### src/rtl/opcodes_pkg.sv
// opcodes_pkg -- shared decode types for the immediate decode stage.
//
// Contents:
//   opcode_out_t   : decoded opcode produced by the upstream opcode decoder
//   imm_fmt_t      : immediate format carried with each decoded entry
//   opcode_to_fmt  : maps a decoded opcode to its immediate format
//
// Configuration macro: IMM_ZICSR_EN
//   defined   -> format FMT_Z exists; CSRRWI/CSRRSI/CSRRCI classify as FMT_Z
//   undefined -> no FMT_Z; CSR immediate opcodes classify as FMT_NONE
package opcodes_pkg;

  localparam int INSTR_W = 32;

  typedef enum logic [4:0] {
    OPC_NONE,
    OPC_LUI,
    OPC_AUIPC,
    OPC_JAL,
    OPC_JALR,
    OPC_BEQ,
    OPC_BNE,
    OPC_BLT,
    OPC_BGE,
    OPC_BLTU,
    OPC_BGEU,
    OPC_LOAD,
    OPC_STORE,
    OPC_ADDI,
    OPC_SLTI,
    OPC_SLTIU,
    OPC_XORI,
    OPC_ORI,
    OPC_ANDI,
    OPC_SHIFTI,
    OPC_ALU_REG,
    OPC_FENCE,
    OPC_SYSTEM,
    OPC_CSRRW,
    OPC_CSRRS,
    OPC_CSRRC,
    OPC_CSRRWI,
    OPC_CSRRSI,
    OPC_CSRRCI
  } opcode_out_t;

`ifdef IMM_ZICSR_EN
  typedef enum logic [2:0] {
    FMT_NONE = 3'd0,
    FMT_I    = 3'd1,
    FMT_S    = 3'd2,
    FMT_B    = 3'd3,
    FMT_U    = 3'd4,
    FMT_J    = 3'd5,
    FMT_Z    = 3'd6
  } imm_fmt_t;
`else
  typedef enum logic [2:0] {
    FMT_NONE = 3'd0,
    FMT_I    = 3'd1,
    FMT_S    = 3'd2,
    FMT_B    = 3'd3,
    FMT_U    = 3'd4,
    FMT_J    = 3'd5
  } imm_fmt_t;
`endif

  // Register-form CSR ops, FENCE, SYSTEM and R-type carry no immediate we
  // forward, so they fall into FMT_NONE with everything unrecognised.
  function automatic imm_fmt_t opcode_to_fmt(input opcode_out_t op);
    imm_fmt_t fmt;
    fmt = FMT_NONE;
    case (op)
      OPC_LUI, OPC_AUIPC:                      fmt = FMT_U;
      OPC_JAL:                                 fmt = FMT_J;
      OPC_BEQ, OPC_BNE, OPC_BLT, OPC_BGE,
      OPC_BLTU, OPC_BGEU:                      fmt = FMT_B;
      OPC_STORE:                               fmt = FMT_S;
      OPC_JALR, OPC_LOAD, OPC_ADDI, OPC_SLTI,
      OPC_SLTIU, OPC_XORI, OPC_ORI, OPC_ANDI,
      OPC_SHIFTI:                              fmt = FMT_I;
`ifdef IMM_ZICSR_EN
      OPC_CSRRWI, OPC_CSRRSI, OPC_CSRRCI:      fmt = FMT_Z;
`endif
      default:                                 fmt = FMT_NONE;
    endcase
    return fmt;
  endfunction

endpackage

### src/rtl/imm_extract.sv
// imm_extract -- combinational immediate builder.
//
// Ports:
//   instr : raw 32-bit instruction word
//   fmt   : immediate format chosen from the decoded opcode
//   imm   : XLEN-wide immediate, sign-extended from instr[31]
//           (FMT_Z, present only with IMM_ZICSR_EN, is zero-extended uimm)
//
// Parameters: XLEN (32 or 64).
module imm_extract
  import opcodes_pkg::*;
#(
  parameter int XLEN = 32
) (
  input  logic [INSTR_W-1:0] instr,
  input  imm_fmt_t           fmt,
  output logic [XLEN-1:0]    imm
);

  // Every format fits a sign-extended 32-bit value; widening to XLEN is
  // then a single signed cast.
  logic [31:0] imm32;

  // NOTE: every signal written in always_comb gets a default first, so no
  // path can leave it unassigned and infer a latch.
  always_comb begin
    imm32 = '0;
    case (fmt)
      FMT_I: imm32 = {{20{instr[31]}}, instr[31:20]};
      FMT_S: imm32 = {{20{instr[31]}}, instr[31:25], instr[11:7]};
      FMT_B: imm32 = {{19{instr[31]}}, instr[31], instr[7], instr[30:25],
                      instr[11:8], 1'b0};
      FMT_U: imm32 = {instr[31:12], 12'b0};
      FMT_J: imm32 = {{11{instr[31]}}, instr[31], instr[19:12], instr[20],
                      instr[30:21], 1'b0};
`ifdef IMM_ZICSR_EN
      // Bit 31 stays 0, so the signed widening below keeps it zero-extended.
      FMT_Z: imm32 = {27'b0, instr[19:15]};
`endif
      default: imm32 = '0;
    endcase
  end

  assign imm = XLEN'($signed(imm32));

endmodule

### src/rtl/imm_decode_stage.sv
// imm_decode_stage -- immediate extraction + branch/jump target stage with a
// 2-entry in-order output FIFO and valid/ready handshakes on both sides.
//
// Ports:
//   clk, rst                 : clock, synchronous active-high reset
//   flush                    : drop every buffered entry (and any same-cycle push)
//   in_valid / in_ready      : upstream handshake; in_ready = count < 2
//   opcode_in, instr_in,
//   pc_in, tag_in            : incoming decoded instruction
//   out_valid / out_ready    : downstream handshake; out_valid = count > 0
//   imm_out, fmt_out,
//   target_out, tag_out      : oldest buffered entry (target = pc + imm)
//
// Parameters: XLEN (32 or 64 only), TAG_W.
// Configuration macro: IMM_ZICSR_EN adds CSR immediate format FMT_Z, whose
// target_out is the zero-extended CSR address instr[31:20].
module imm_decode_stage
  import opcodes_pkg::*;
#(
  parameter int XLEN  = 32,
  parameter int TAG_W = 4
) (
  input  logic               clk,
  input  logic               rst,
  input  logic               flush,
  input  logic               in_valid,
  output logic               in_ready,
  input  opcode_out_t        opcode_in,
  input  logic [INSTR_W-1:0] instr_in,
  input  logic [XLEN-1:0]    pc_in,
  input  logic [TAG_W-1:0]   tag_in,
  output logic               out_valid,
  input  logic               out_ready,
  output logic [XLEN-1:0]    imm_out,
  output imm_fmt_t           fmt_out,
  output logic [XLEN-1:0]    target_out,
  output logic [TAG_W-1:0]   tag_out
);

  typedef struct packed {
    logic [XLEN-1:0]  imm;
    imm_fmt_t         fmt;
    logic [XLEN-1:0]  target;
    logic [TAG_W-1:0] tag;
  } entry_t;

  imm_fmt_t        fmt_in;
  logic [XLEN-1:0] imm_in;
  logic [XLEN-1:0] target_in;
  entry_t          new_entry;

  // slot0 is always the oldest entry and drives the outputs directly.
  entry_t     slot0, slot1;
  entry_t     slot0_nxt, slot1_nxt;
  logic [1:0] count, count_nxt;
  logic [1:0] fill;
  logic       push, pop;

  assign fmt_in = opcode_to_fmt(opcode_in);

  imm_extract #(.XLEN(XLEN)) u_imm_extract (
    .instr (instr_in),
    .fmt   (fmt_in),
    .imm   (imm_in)
  );

  always_comb begin
    target_in = pc_in + imm_in;
`ifdef IMM_ZICSR_EN
    if (fmt_in == FMT_Z) target_in = XLEN'(instr_in[31:20]);
`endif
  end

  assign new_entry = '{imm: imm_in, fmt: fmt_in, target: target_in, tag: tag_in};

  assign in_ready  = (count < 2'd2);
  assign out_valid = (count != 2'd0);
  assign push      = in_valid && in_ready;
  assign pop       = out_valid && out_ready;

  // The new entry lands in the first slot left free after this cycle's pop,
  // so push+pop at count 1 overwrites slot0 and keeps count at 1.
  assign fill = count - {1'b0, pop};

  always_comb begin
    slot0_nxt = pop ? slot1 : slot0;
    slot1_nxt = slot1;
    count_nxt = count + {1'b0, push} - {1'b0, pop};
    if (push) begin
      if (fill == 2'd0) slot0_nxt = new_entry;
      else              slot1_nxt = new_entry;
    end
  end

  // NOTE: sequential state uses non-blocking assignments so every register
  // samples pre-edge values regardless of statement order.
  always_ff @(posedge clk) begin
    if (rst) begin
      count <= 2'd0;
      // NOTE: the storage slots are reset because slot0 is the visible
      // output and must read as zero/FMT_NONE; slot1 is cleared with it so
      // no X can ever shift into the outputs.
      slot0 <= '0;
      slot1 <= '0;
    end else if (flush) begin
      count <= 2'd0;
    end else begin
      count <= count_nxt;
      slot0 <= slot0_nxt;
      slot1 <= slot1_nxt;
    end
  end

  assign imm_out    = slot0.imm;
  assign fmt_out    = slot0.fmt;
  assign target_out = slot0.target;
  assign tag_out    = slot0.tag;

endmodule

### config.mk
export PLATFORM = sky130hd
export DESIGN_NAME = imm_decode_stage
export DESIGN_NICKNAME = d
export VERILOG_FILES = /design/src/rtl/opcodes_pkg.sv /design/src/rtl/imm_extract.sv /design/src/rtl/imm_decode_stage.sv
export SDC_FILE = /design/constraint.sdc
export NUM_CORES = 1
export LEC_CHECK = 0
export ABC_AREA = 1
export CAP_MARGIN = 40
export CORE_MARGIN = 2
export CORE_UTILIZATION = 29
export DETAILED_ROUTE_END_ITERATION = 10
export SLEW_MARGIN = 10
export SYNTH_ARGS = -nofsm -noshare
export SYNTH_HDL_FRONTEND = slang
export SYNTH_SLANG_ARGS = --single-unit
### constraint.sdc
create_clock -name clk -period 3.81 [get_ports clk]
set_clock_uncertainty 0.2 [all_clocks]
set_input_delay 0.381 -clock clk [delete_from_list [all_inputs] [get_ports clk]]
set_output_delay 0.381 -clock clk [all_outputs]
set_load 0.03 [all_outputs]
==> flow_summary.json <==
{
  "outcome": "finished, final reports clean",
  "drc_errors": 0,
  "slew_headroom": 0.4458,
  "p_leak_nw": 5.782,
  "area_delta_synth_final_pct": 32.96,
  "period_needed_ns": 3.453,
  "hold_ws_ns": 0.2583,
  "holdBufCountCts": 0,
  "yosysUniqueCellTypes": 43,
  "mappedNetlistArea_um2": 9158,
  "dp_slack_ns": -0.1193,
  "numClockSinks": 144,
  "cp-end-kind": "flop",
  "synth_fp_nets": 1572,
  "postLayoutCoreUtil": 0.3889,
  "syn_area_per_cell_um2": 6.272,
  "antenna_left": 0,
  "crit_family": "simple AND/OR/NAND/NOR gates",
  "hpwl_um": 23590,
  "drt-pass1-iter-count": 6,
  "routed_via_density": 4.787,
  "hold_viol_final": 0,
  "setup_ws_ns": 0.3571,
  "totalPowerFinal_mw": 4.787,
  "layout-drive-gt1-share": 0.1100,
  "cts_tree": "built",
  "gp_congestion": 0.9205,
  "grt_util_all_layers": 0.1964,
  "final_common_cell": "nand2_1",
  "maxCapViolCount": 0,
  "grt_pass1_vias": 9421,
  "drtIter0Drc": 685,
  "antenna_found_initial": 0,
  "slowest_stage": "clkdlybuf4s50_1",
  "avgRoutedWirePerCell_um": 15.50,
  "io_pins": 151,
  "layout_common_cells": "nand2_1, inv_1, dfxtp_1, clkdlybuf4s50_1, o21ai_0",
  "max_freq_mhz": 289.6,
  "path_max_fanout": 5,
  "initial_core_util": 0.2925,
  "clkTransAtPathRegs_ns": 0.07,
  "synth_warnings": 0,
  "synth_edf_count": 0,
  "grt_overflow_total": 0,
  "crit_chain": "clkdlybuf4s50_1, nor2_2, nand2_1, nand3_1, nand2_1, buf_4, nand2_1, inv_2, o21ai_2, buf_4, nand3_2, ha_1, nand2_1, inv_1, a21oi_1, a21boi_0, nand3_1, nand2_1, nand3_1, nand2_1, nand2_1",
  "cts_made_buffers": 17,
  "powerDensity_nw_per_um2": 393.2,
  "root_buffer": "clkbuf_16",
  "die_height_um": 181.7,
  "route.met2.wl_um": 14910,
  "vias": 9934,
  "netlist_instances": 1460,
  "die_w_um": 181.7,
  "path_class": "in2reg",
  "worstSkewPairLatency_ns": 0.43,
  "setup_viol": 0,
  "ir_drop_v": 0.0003095,
  "slowest_delay_ns": 0.46,
  "io_buffers": 143,
  "top_layer": "met4",
  "hold_path_class": "reg2reg",
  "arrival_ns": 3.58,
  "wl_met3_um": 1300,
  "ys_ff_latch": 144,
  "start_kind": "input port",
  "cts_setup_buffers": 0,
  "ys.flop_type": "dfxtp_1",
  "htreeDepth": 4,
  "cp_num_buf_inv": 5,
  "cts_buffer_depth": 2,
  "async_flop_share": 0,
  "diodes": 0,
  "coreArea_um2": 31310,
  "fin_tns_setup_ns": 0,
  "routed_wl_um": 32150,
  "drt-met1-wl_um": 14960,
  "core.rowCount": 65,
  "grt_pass1_wl_um": 50910,
  "post_cts_resized": 0,
  "period_share": 0.9063,
  "cp_common_cell": "nand2_1",
  "tightestPinTransition_ns": 0.8313,
  "fill_cells": 3271,
  "slew_viol_final": 0,
  "die_area_um2": 33010,
  "grt_setup_unrepaired": "false",
  "grt_max_degree": 82,
  "critical_path_required_ns": 3.94,
  "ys_seq_area_frac": 0.3148,
  "layout.nets": 1772
}
through the flow:
| step | instance area [um2] | std cells |
|---|---|---|
| after global routing | 12180 | 2075 |
| final | 12180 | 2075 |
| after floorplan | 9158 | 1460 |
| after CTS | 12170 | 2075 |
| after detailed placement | 11620 | 2043 |
| after global placement | 11620 | 2043 |
cell usage after synthesis, types with 4 or more instances:
| cell | instances | area, um2 |
|---|---|---|
| a21oi_1 | 117 | 585.6 |
| a41oi_1 | 6 | 52.55 |
| buf_1 | 5 | 18.77 |
| buf_2 | 18 | 90.09 |
| buf_6 | 5 | 56.30 |
| clkbuf_1 | 41 | 153.9 |
| dfxtp_1 | 144 | 2883 |
| ha_1 | 33 | 412.9 |
| inv_1 | 209 | 784.5 |
| inv_2 | 7 | 26.28 |
| nand2_1 | 400 | 1501 |
| nand3_1 | 110 | 550.5 |
| nand3_2 | 20 | 200.2 |
| nand4_1 | 4 | 25.02 |
| nor2_1 | 98 | 367.9 |
| nor2_2 | 4 | 25.02 |
| nor3_1 | 7 | 35.03 |
| o211ai_1 | 24 | 180.2 |
| o21ai_0 | 125 | 625.6 |
| o21ai_1 | 30 | 150.1 |
| o21bai_1 | 10 | 75.07 |
| o22ai_1 | 7 | 43.79 |
| xnor2_1 | 9 | 78.83 |
area by class of cell:
class                      count  area [um2]  area share
multi-input combinational   1028        5139      0.4221
sequential                   144        2883      0.2368
timing repair buffer         252        2282      0.1874
inverter                     217       814.5     0.06690
tap                          402       503.0     0.04131
clock buffer                  17       425.4     0.03494
clock inverter                15       128.9     0.01058
cell families (layout without fill, tap and decap cells):
| family | count (synthesis) | in the layout | synth area share |
|---|---|---|---|
| xor+xnor | 10 | 10 | 0.009565 |
| simple gates | 655 | 655 | 0.3066 |
| buf+inv | 288 | 501 | 0.1254 |
| compound gates | 329 | 329 | 0.1963 |
| flops | 144 | 144 | 0.3148 |
| fa+ha+maj | 34 | 34 | 0.04727 |
sequential cells by signal, indices dropped and copies added (netlist names):
register,cells
tag_out,4
target_out,32
fmt_out,3
imm_out,32
count,2
slot1,71
where the power goes:
| part | switching, mW | internal, mW | total, mW |
|---|---|---|---|
| Sequential | 0.0593 | 1.59 | 1.65 |
| Combinational | 0.910 | 0.617 | 1.53 |
| Clock | 0.759 | 0.853 | 1.61 |
| Total | 1.73 | 3.06 | 4.79 |
final timing paths:
check / startpoint / endpoint / slack [ns] / cells past startpoint
hold reg to reg: slot1[2] / slot1[2] / 0.26 / 2
setup / recovery: opcode_in[2] / target_out[25] / 0.36 / 21
setup reg to reg: count[1] / target_out[15] / 1.36 / 6
hold / removal: slot1[2] / slot1[2] / 0.26 / 2
worst min-delay path, cell delays in order (launching register included):
cell and delay (ns):
dfxtp_1 0.30, inv_1 0.06, a21oi_1 0.06
layer usage:
layer  vias up  track usage
met5         -            0
met4         0      0.07415
met3        46      0.02968
met2       218       0.3267
met1      4547       0.2568
li1       5123            -
Power figures use the tool's default switching activity.
